--- src/rtl/dru_pkg.sv ---
// Shared definitions for the DRU datapath: bit-count encoding and bit-pair bus.
package dru_pkg;

    // bits_cnt encodings driven by data_recovery_unit
    localparam logic [1:0] DRU_CNT_NONE    = 2'd0;
    localparam logic [1:0] DRU_CNT_ONE     = 2'd1;
    localparam logic [1:0] DRU_CNT_TWO     = 2'd2;
    localparam logic [1:0] DRU_CNT_ILLEGAL = 2'd3;

    // Recovered bit pair; bit 0 is earlier in time than bit 1
    typedef logic [1:0] dru_bits_t;

    // Number of bits actually accepted for a given count (illegal counts accept none)
    function automatic logic [1:0] dru_cnt_bits(input logic [1:0] cnt);
        return (cnt == DRU_CNT_ILLEGAL) ? DRU_CNT_NONE : cnt;
    endfunction

endpackage

--- src/rtl/dru_bit_packer.sv ---
// Packs the 0/1/2-bit-per-cycle DRU stream into WORD_W-bit words with a
// one-cycle valid strobe, plus a bitslip that drops the next incoming bit.
module dru_bit_packer
    import dru_pkg::*;
#(
    parameter int WORD_W = 8
) (
    input  logic                      clk,
    input  logic                      areset,
    input  logic [1:0]                bits_in,
    input  logic [1:0]                bits_cnt,
    input  logic                      bitslip,
    output logic [WORD_W-1:0]         word_out,
    output logic                      word_valid,
    output logic [$clog2(WORD_W)-1:0] fill_level,
    output logic                      cnt_err
);

    localparam int FW = $clog2(WORD_W);       // fill counter width
    localparam int SW = FW + 1;               // fill + k can reach WORD_W+1
    localparam int AW = $clog2(WORD_W + 1);   // accumulator index width
    localparam logic [SW-1:0] WORD_W_C = SW'(WORD_W);

    logic [WORD_W:0]   r_acc;
    logic [FW-1:0]     r_fill;
    logic              r_slip_pending;
    logic [WORD_W-1:0] r_word;
    logic              r_valid;
    logic              r_cnt_err;

    dru_bits_t         w_bits;
    logic              w_illegal;
    logic [1:0]        w_k;
    logic              w_slip_req;
    logic              w_drop;
    logic [1:0]        w_k_eff;
    logic              w_b0;
    logic              w_b1;
    logic [AW-1:0]     w_i0;
    logic [AW-1:0]     w_i1;
    logic [WORD_W:0]   w_acc;
    logic [SW-1:0]     w_sum;
    logic              w_emit;
    logic [FW-1:0]     w_fill_nxt;
    logic              w_slip_nxt;
    logic [WORD_W:0]   w_acc_nxt;

    assign w_bits = bits_in;

    // Beat decode: apply slip, write surviving bits at the fill point, detect word completion
    always_comb begin
        w_illegal  = (bits_cnt == DRU_CNT_ILLEGAL);
        w_k        = dru_cnt_bits(bits_cnt);
        w_slip_req = r_slip_pending | bitslip;
        w_drop     = w_slip_req && (w_k != DRU_CNT_NONE);
        w_k_eff    = w_drop ? (w_k - 2'd1) : w_k;
        // After a drop only the later bit (if any) survives
        w_b0       = w_drop ? w_bits[1] : w_bits[0];
        w_b1       = w_bits[1];
        w_i0       = AW'(r_fill);
        w_i1       = AW'(r_fill) + AW'(1);

        w_acc = r_acc;
        if (w_k_eff != DRU_CNT_NONE)
            w_acc[w_i0] = w_b0;
        if (w_k_eff == DRU_CNT_TWO)
            w_acc[w_i1] = w_b1;

        w_sum      = SW'(r_fill) + SW'(w_k_eff);
        w_emit     = (w_sum >= WORD_W_C);
        w_fill_nxt = w_emit ? FW'(w_sum - WORD_W_C) : FW'(w_sum);
        // Overflow bit (only present when fill was WORD_W-1 with two bits) becomes bit 0
        w_acc_nxt  = w_emit ? {{WORD_W{1'b0}}, w_acc[WORD_W]} : w_acc;

        // An illegal beat leaves a pending slip in place; otherwise a drop consumes it
        if (w_illegal)
            w_slip_nxt = w_slip_req;
        else
            w_slip_nxt = w_slip_req && !w_drop;
    end

    // State and registered outputs
    always_ff @(posedge clk or posedge areset) begin
        if (areset) begin
            r_acc          <= '0;
            r_fill         <= '0;
            r_slip_pending <= 1'b0;
            r_word         <= '0;
            r_valid        <= 1'b0;
            r_cnt_err      <= 1'b0;
        end else begin
            r_acc          <= w_acc_nxt;
            r_fill         <= w_fill_nxt;
            r_slip_pending <= w_slip_nxt;
            r_valid        <= w_emit;
            r_cnt_err      <= w_illegal;
            if (w_emit)
                r_word <= w_acc[WORD_W-1:0];
        end
    end

    assign word_out   = r_word;
    assign word_valid = r_valid;
    assign fill_level = r_fill;
    assign cnt_err    = r_cnt_err;

endmodule
--- config.mk ---
export PLATFORM = sky130hd
export DESIGN_NAME = dru_bit_packer
export DESIGN_NICKNAME = d
export VERILOG_FILES = /design/src/rtl/dru_pkg.sv /design/src/rtl/dru_bit_packer.sv
export SDC_FILE = /design/constraint.sdc
export NUM_CORES = 1
export LEC_CHECK = 0
export CORE_ASPECT_RATIO = 1.25
export CORE_UTILIZATION = 50
export DETAILED_ROUTE_END_ITERATION = 16
export PLACE_DENSITY_LB_ADDON = 0.08
export SYNTH_ARGS = -nofsm -noshare
export SYNTH_HDL_FRONTEND = slang
export SYNTH_SLANG_ARGS = --single-unit
--- constraint.sdc ---
create_clock -name clk -period 2.32 [get_ports clk]
set_input_delay 0.464 -clock clk [delete_from_list [all_inputs] [get_ports clk]]
set_output_delay 0.464 -clock clk [all_outputs]
set_load 0.05 [all_outputs]
==> reports/qor.csv, run 1 <==
metric,value,unit
post-route-min-period,2212,ps
vias,1137,
critPathCaptureType,flop,
core_area,2477,um2
setup_viol,0,
syn_inst,134,
r2r_slack,400,ps
grt_setup_unrepaired,no,
grt_max_degree,24,
post-route-period-util,0.9536,
start_kind,primary input,
clock.fmax,0.4520,GHz
hold_slack,475.8,ps
antenna_found_initial,0,
synth.cell_area,1324,um2
ys_seq_area_frac,0.4348,
rows,20,
synthMuxAreaShare,0.04915,
cts_tree,done,
grt_pass1_wl,5099,um
synth_top_family_by_area,simple AND/OR/NAND/NOR gates,
multi_input_area,728.2,um2
r2r_cells,5,
fin_ws,107.6,ps
synth-simple-area-share,0.2051,
max_slew_margin,0.6587,
die_area,2859,um2
place_area,1687,um2
nets,191,
drive_above_1_share,0.3164,
required,2520,ps
hpwlAfterDp,2240,um
ys.flop_type,dfrtp_1,
stdcell_count,210,
yosys_register_bits,23,
ys.warnings.count,0,
seqCellArea,575.6,um2
firstDrtPassIters,4,
gp_congestion,0.8468,
fillers,177,
ctsLongestPathBuffers,2,
synthAdderAreaFrac,0.06238,
cts_buffers,3,
p_leak,0.8380,nW
synth_nets,147,
synth_area_leaders,"dfrtp_1 (43%), nand2_1 (5.7%), ha_1 (4.7%), mux2i_1 (3.8%), nor2_1 (3.4%)",
cts_sinks,23,
crit_arrival,2420,ps
final_area,1802,um2
tightest_slew,512.0,ps
n_antenna_cell,0,
clk_latency,310,ps
post-synth-top-area-fraction,0.4348,
drv_cap,0,
drcViolationCount,0,
peakVddDrop,788.7,uV
tns,0,ps
grt_overflow,0,
skew,5.549,ps
synth.distinct_cells,45,
io_pins,20,
grt_pass1_vias,1159,
hold_class,in2async,
fin_total_pwr,2.180,mW
drv_slew,0,
dp_slack,-563.5,ps
first_iter_violations,21,
hold_viol_final,0,
ctsHtreeMaxLevel,1,
grtUsageTotal,0.2580,
rr_endpoint,word_out[6],
synth-edff-count,0,
utilization,0.7273,
finalWirelength,3128,um
synthArstFlopShare,1.000,
initial_core_util,0.5343,
status,"complete, no violations",
dp.cells,204,
yosys.area.top_type,dfrtp_1,
synth_xor_area_frac,0.01323,
viasPerCell,5.414,
fp.dieH,59.53,um
postSynthAreaPerCell,9.879,um2
area_delta_synth_final,36.11,%
wl_per_cell,14.90,um
rr_startpoint,r_slip_pending,
root_buffer,clkbuf_4,
ant_nets,0,
powerDensity,1210,nW/um2
die_x,48.02,um
clkTransAtPathRegs,130,ps
synth_compound_area_frac,0.1597,
portBuffers,19,
path_max_fanout,4,
path_class,in2reg,
what timing repair did:
item	4_1_cts	5_1_grt
gates cloned	1	0
buffers inserted	1	0
gates resized for setup	17	1
pin swaps	7	0
setup endpoints to repair	19	1
hold buffers	0	0
routing by layer:
layer	up-vias	GRT usage	wire, um
li1	555	-	-
met1	541	0.2734	1227
met2	35	0.4633	1732
met3	6	0.04268	93
met4	0	0.1310	75
met5	-	0	0
power by group:
group,switching [mW],leakage [nW],total (mW),internal (mW)
Combinational,0.755,0.532,1.28,0.523
Clock,0.121,0.0177,0.185,0.0643
Sequential,0.157,0.288,0.717,0.560
Total,1.03,0.838,2.18,1.15
how the worst max path moves through the flow:
stage,from,endpoint,slack [ps],cells after the start
final,bits_cnt[1],word_out[6],110,8
after detailed placement,bits_cnt[0],r_acc[4],-560,10
after CTS,fill_level[0],fill_level[0],50,1
after global placement,bits_cnt[0],r_acc[4],-440,10
after floorplan,bits_cnt[0],r_acc[4],6,10
after global routing,bits_cnt[1],word_out[6],30,8
worst max-delay path: stages:
cell           delay, ps
dlygate4sd2_1        300
inv_1                100
ha_4                 180
or2b_4               240
or3b_4               420
mux2_4               310
a311oi_2             290
o21ai_1              110
Yosys cell counts, types with 2 or more instances:
cell type and n:
mux2i_1 5, buf_6 3, nor4_1 2, nand2_1 20, a21oi_1 6, a311oi_1 2, clkbuf_8 2, o31ai_1 2
nor4b_1 2, and2b_2 2, nand3_1 2, clkbuf_1 2, nor2_1 12, inv_1 7, dfrtp_1 23, nor3_1 8
o21ai_0 2, ha_1 5
sequential cells by signal (all words and copies together) (netlist names):
signal          count
r_slip_pending      1
fill_level          3
r_acc               9
word_out            8
word_valid          1
cnt_err             1
cells by family (layout without fill, tap and decap cells):
group / after synthesis / count (layout)
AND/OR/NAND/NOR: 55 / 55
adder cells (fa/ha/maj): 6 / 6
XOR/XNOR: 2 / 2
flip-flops: 23 / 23
AO/OA/AOI/OAI: 27 / 27
buffers and inverters: 15 / 58
multiplexers: 6 / 6
layout by cell type (no fill, tap or decap), types with 3 or more instances in the layout:
cell type / n
buf_4: 28
dfrtp_1: 23
nand2_1: 20
clkdlybuf4s50_1: 14
nor2_1: 12
nor3_1: 6
mux2i_1: 5
a21oi_1: 5
inv_1: 5
ha_1: 3
clkbuf_4: 3
cell type report:
type | count | area share
Clock inverter | 1 | 0.002778
Multi-Input combinational cell | 96 | 0.4042
Clock buffer | 3 | 0.01250
Sequential cell | 23 | 0.3194
Timing Repair Buffer | 46 | 0.2174
Timing Repair inverter | 1 | 0.004167
Tap cell | 33 | 0.02292
Inverter | 7 | 0.01667
(Power assumes the default switching activity.)
==> run 2: changes to the inputs <==
--- a/config.mk
+++ b/config.mk
@@ -5,8 +5,10 @@
 export SDC_FILE = /design/constraint.sdc
 export NUM_CORES = 1
 export LEC_CHECK = 0
+export ABC_AREA = 1
+export ABC_CLOCK_PERIOD_IN_PS = 2320
 export CORE_ASPECT_RATIO = 1.25
-export CORE_UTILIZATION = 50
+export CORE_UTILIZATION = 40
 export DETAILED_ROUTE_END_ITERATION = 16
 export PLACE_DENSITY_LB_ADDON = 0.08
 export SYNTH_ARGS = -nofsm -noshare
==> reports/qor.csv, run 2 <==
metric,value,unit,change
slowest_delay,530,ps,+110 ps
nets,214,,+12%
portBuffers,19,,unchanged
layout_commonest_cell,nand2_1,,
ctsHtreeMaxLevel,1,,unchanged
n_antenna_cell,0,,unchanged
gp_congestion,0.8084,,-4.5%
antenna_found_initial,0,,unchanged
die_x,53.72,um,+12%
hold_class,reg2reg,,
p_leak,0.8817,nW,+5.2%
hold_viol_final,0,,unchanged
synth.distinct_cells,27,,-40%
drv_cap,0,,unchanged
required,2460,ps,-60 ps
core_area,3194,um2,+29%
post-synth-top-area-fraction,0.4303,,-0.004474
io_pins,20,,unchanged
clock.fmax,0.4583,GHz,+1.4%
ys.warnings.count,0,,unchanged
grt_pass1_wl,4995,um,-2.0%
postSynthAreaPerCell,8.206,um2,-17%
yosys.area.top_type,dfrtp_1,,
tightest_slew,508.3,ps,-3.720 ps
cts_setup_buffers,0,,-1
netlist_top_cells_count,"nand2_1 (51), nand3_1 (29), dfrtp_1 (23), inv_1 (13), nor2_1 (10)",,
synth_nets,176,,+20%
cts_buffers,3,,unchanged
grtUsageTotal,0.1911,,-0.06686
critPathCaptureType,flop,,
clkTransAtPathRegs,80,ps,-50 ps
skew,3.448,ps,-2.102 ps
cts-resized-gates,0,,-17
initial_core_util,0.4187,,-0.1156
grt_max_degree,24,,unchanged
powerDensity,1153,nW/um2,-4.7%
slowest_stage,clkdlybuf4s50_1,,
area_delta_synth_final,30.68,%,
first_iter_violations,26,,+24%
vias,1172,,+3.1%
synthArstFlopShare,1.000,,unchanged
wl_per_cell,11.93,um,-20%
status,"complete, no violations",,
cts_hold_buf,0,,unchanged
grt_setup_unrepaired,no,,
crit_arrival,2320,ps,-100 ps
cts_sinks,23,,unchanged
drive_above_1_share,0.2100,,-0.1064
root_buffer,clkbuf_8,,
die_area,3580,um2,+25%
tns,0,ps,unchanged
crit_buf_inv,5,,+3
fin_ws,137.9,ps,+30.29 ps
largest_register_ffs,9,,unchanged
yosys_register_bits,23,,unchanged
cts_tree,done,,
post-synth-top-count-cell,nand2_1,,
post-route-min-period,2182,ps,-30.29 ps
critical_path.top_delay_family,buffers and inverters,,
drv_slew,0,,unchanged
setup_viol,0,,unchanged
start_kind,primary input,,
fp.dieH,66.65,um,+12%
dp_slack,-229.5,ps,+333.9 ps
firstDrtPassIters,4,,unchanged
finalWirelength,2828,um,-9.6%
ctsLongestPathBuffers,2,,unchanged
worstPathCellList,clkdlybuf4s50_1 -> buf_4 -> inv_1 -> ha_1 -> inv_1 -> nand2_1 -> nand2_1 -> inv_1 -> ha_1 -> fa_1 -> xor2_1,,
mostFrequentLayoutCells,"nand2_1 (50), nand3_1 (29), dfrtp_1 (23)",,
viasPerCell,4.945,,-8.7%
rows,23,,+15%
clk_latency,260,ps,-50 ps
grt_overflow,0,,unchanged
hpwlAfterDp,2188,um,-2.3%
path_max_fanout,3,,-1
cp_common_cell,inv_1,,
drcViolationCount,0,,unchanged
ys_seq_area_frac,0.4303,,-0.004474
synth-edff-count,0,,unchanged
post-route-period-util,0.9405,,-0.01306
peakVddDrop,644.3,uV,-18%
synth.cell_area,1338,um2,+1.0%
ys.flop_type,dfrtp_1,,
max_slew_margin,0.6585,,about the same
top_register,r_acc,,
path_class,in2reg,,
synth_area_leaders,"dfrtp_1 (43%), nand2_1 (14%), nand3_1 (11%), ha_1 (4.7%), inv_1 (3.6%)",,
syn_inst,163,,+22%
grt_pass1_vias,1169,,+0.86%
ant_nets,0,,unchanged
[run 2: cell families after synthesis]
| logic type | after synthesis | share of synthesized area |
|---|---|---|
| and+or+nand+nor | 108 | 0.3938 |
| DFF | 23 | 0.4303 |
| buffers and inverters | 19 | 0.06828 |
| AOI/OAI and AO/OA | 6 | 0.03930 |
| adders and majority gates | 6 | 0.06174 |
| xor gates and xnor gates | 1 | 0.006549 |
[run 2: per-stage QoR]
stage | hold slack, ps | instance area (um2) | utilization | total power, mW | std cells
floorplan | 465.9 | 1338 | - | 1.423 | 163
global placement | 462.5 | 1674 | 0.5241 | 1.749 | 233
detailed placement | 463.2 | 1674 | 0.5241 | 1.770 | 233
CTS | 487.1 | 1720 | 0.5386 | 2.025 | 237
global route | 514.2 | 1748 | 0.5472 | 2.183 | 237
finish | 482.3 | 1748 | 0.5472 | 2.015 | 237
[run 2: layout make-up]
cell class | count | area [um2]
tap | 37 | 46.29
inverter | 15 | 56.30
clock inverter | 1 | 5.005
multi-input combinational | 121 | 690.7
sequential | 23 | 575.6
fill | 304 | 1446
timing repair buffer | 37 | 332.8
clock buffer | 3 | 41.29
[run 2: per-layer routing]
layer / vias to the layer above / wire (um) / track usage
li1: 599 / - / -
met1: 550 / 1246 / 0.2183
met2: 19 / 1490 / 0.3457
met3: 4 / 62 / 0.02740
met4: 0 / 29 / 0.06908
met5: - / 0 / 0
[run 2: tightest hold or removal path, cell delays in order, from the launching register on]
cell and delay, ps:
dfrtp_1 350, nand2_1 50, nand2_1 50
[run 2: report_power, final]
group	internal (mW)	switching [mW]	leakage (nW)	total, mW
sequential	0.550	0.123	0.296	0.674
combinational	0.389	0.707	0.560	1.10
clock	0.120	0.126	0.0255	0.246
[run 2: final timing paths]
path	to	from	cells past startpoint	slack, ps
max in group asynchronous	r_acc[4]	areset	3	1550
worst min-delay path	word_out[2]	word_out[2]	2	480
worst max register to register	fill_level[2]	r_slip_pending	7	710
worst max-delay path	fill_level[2]	bits_cnt[1]	11	140
min in group asynchronous	r_slip_pending	areset	3	540
worst min register to register	word_out[2]	word_out[2]	2	480
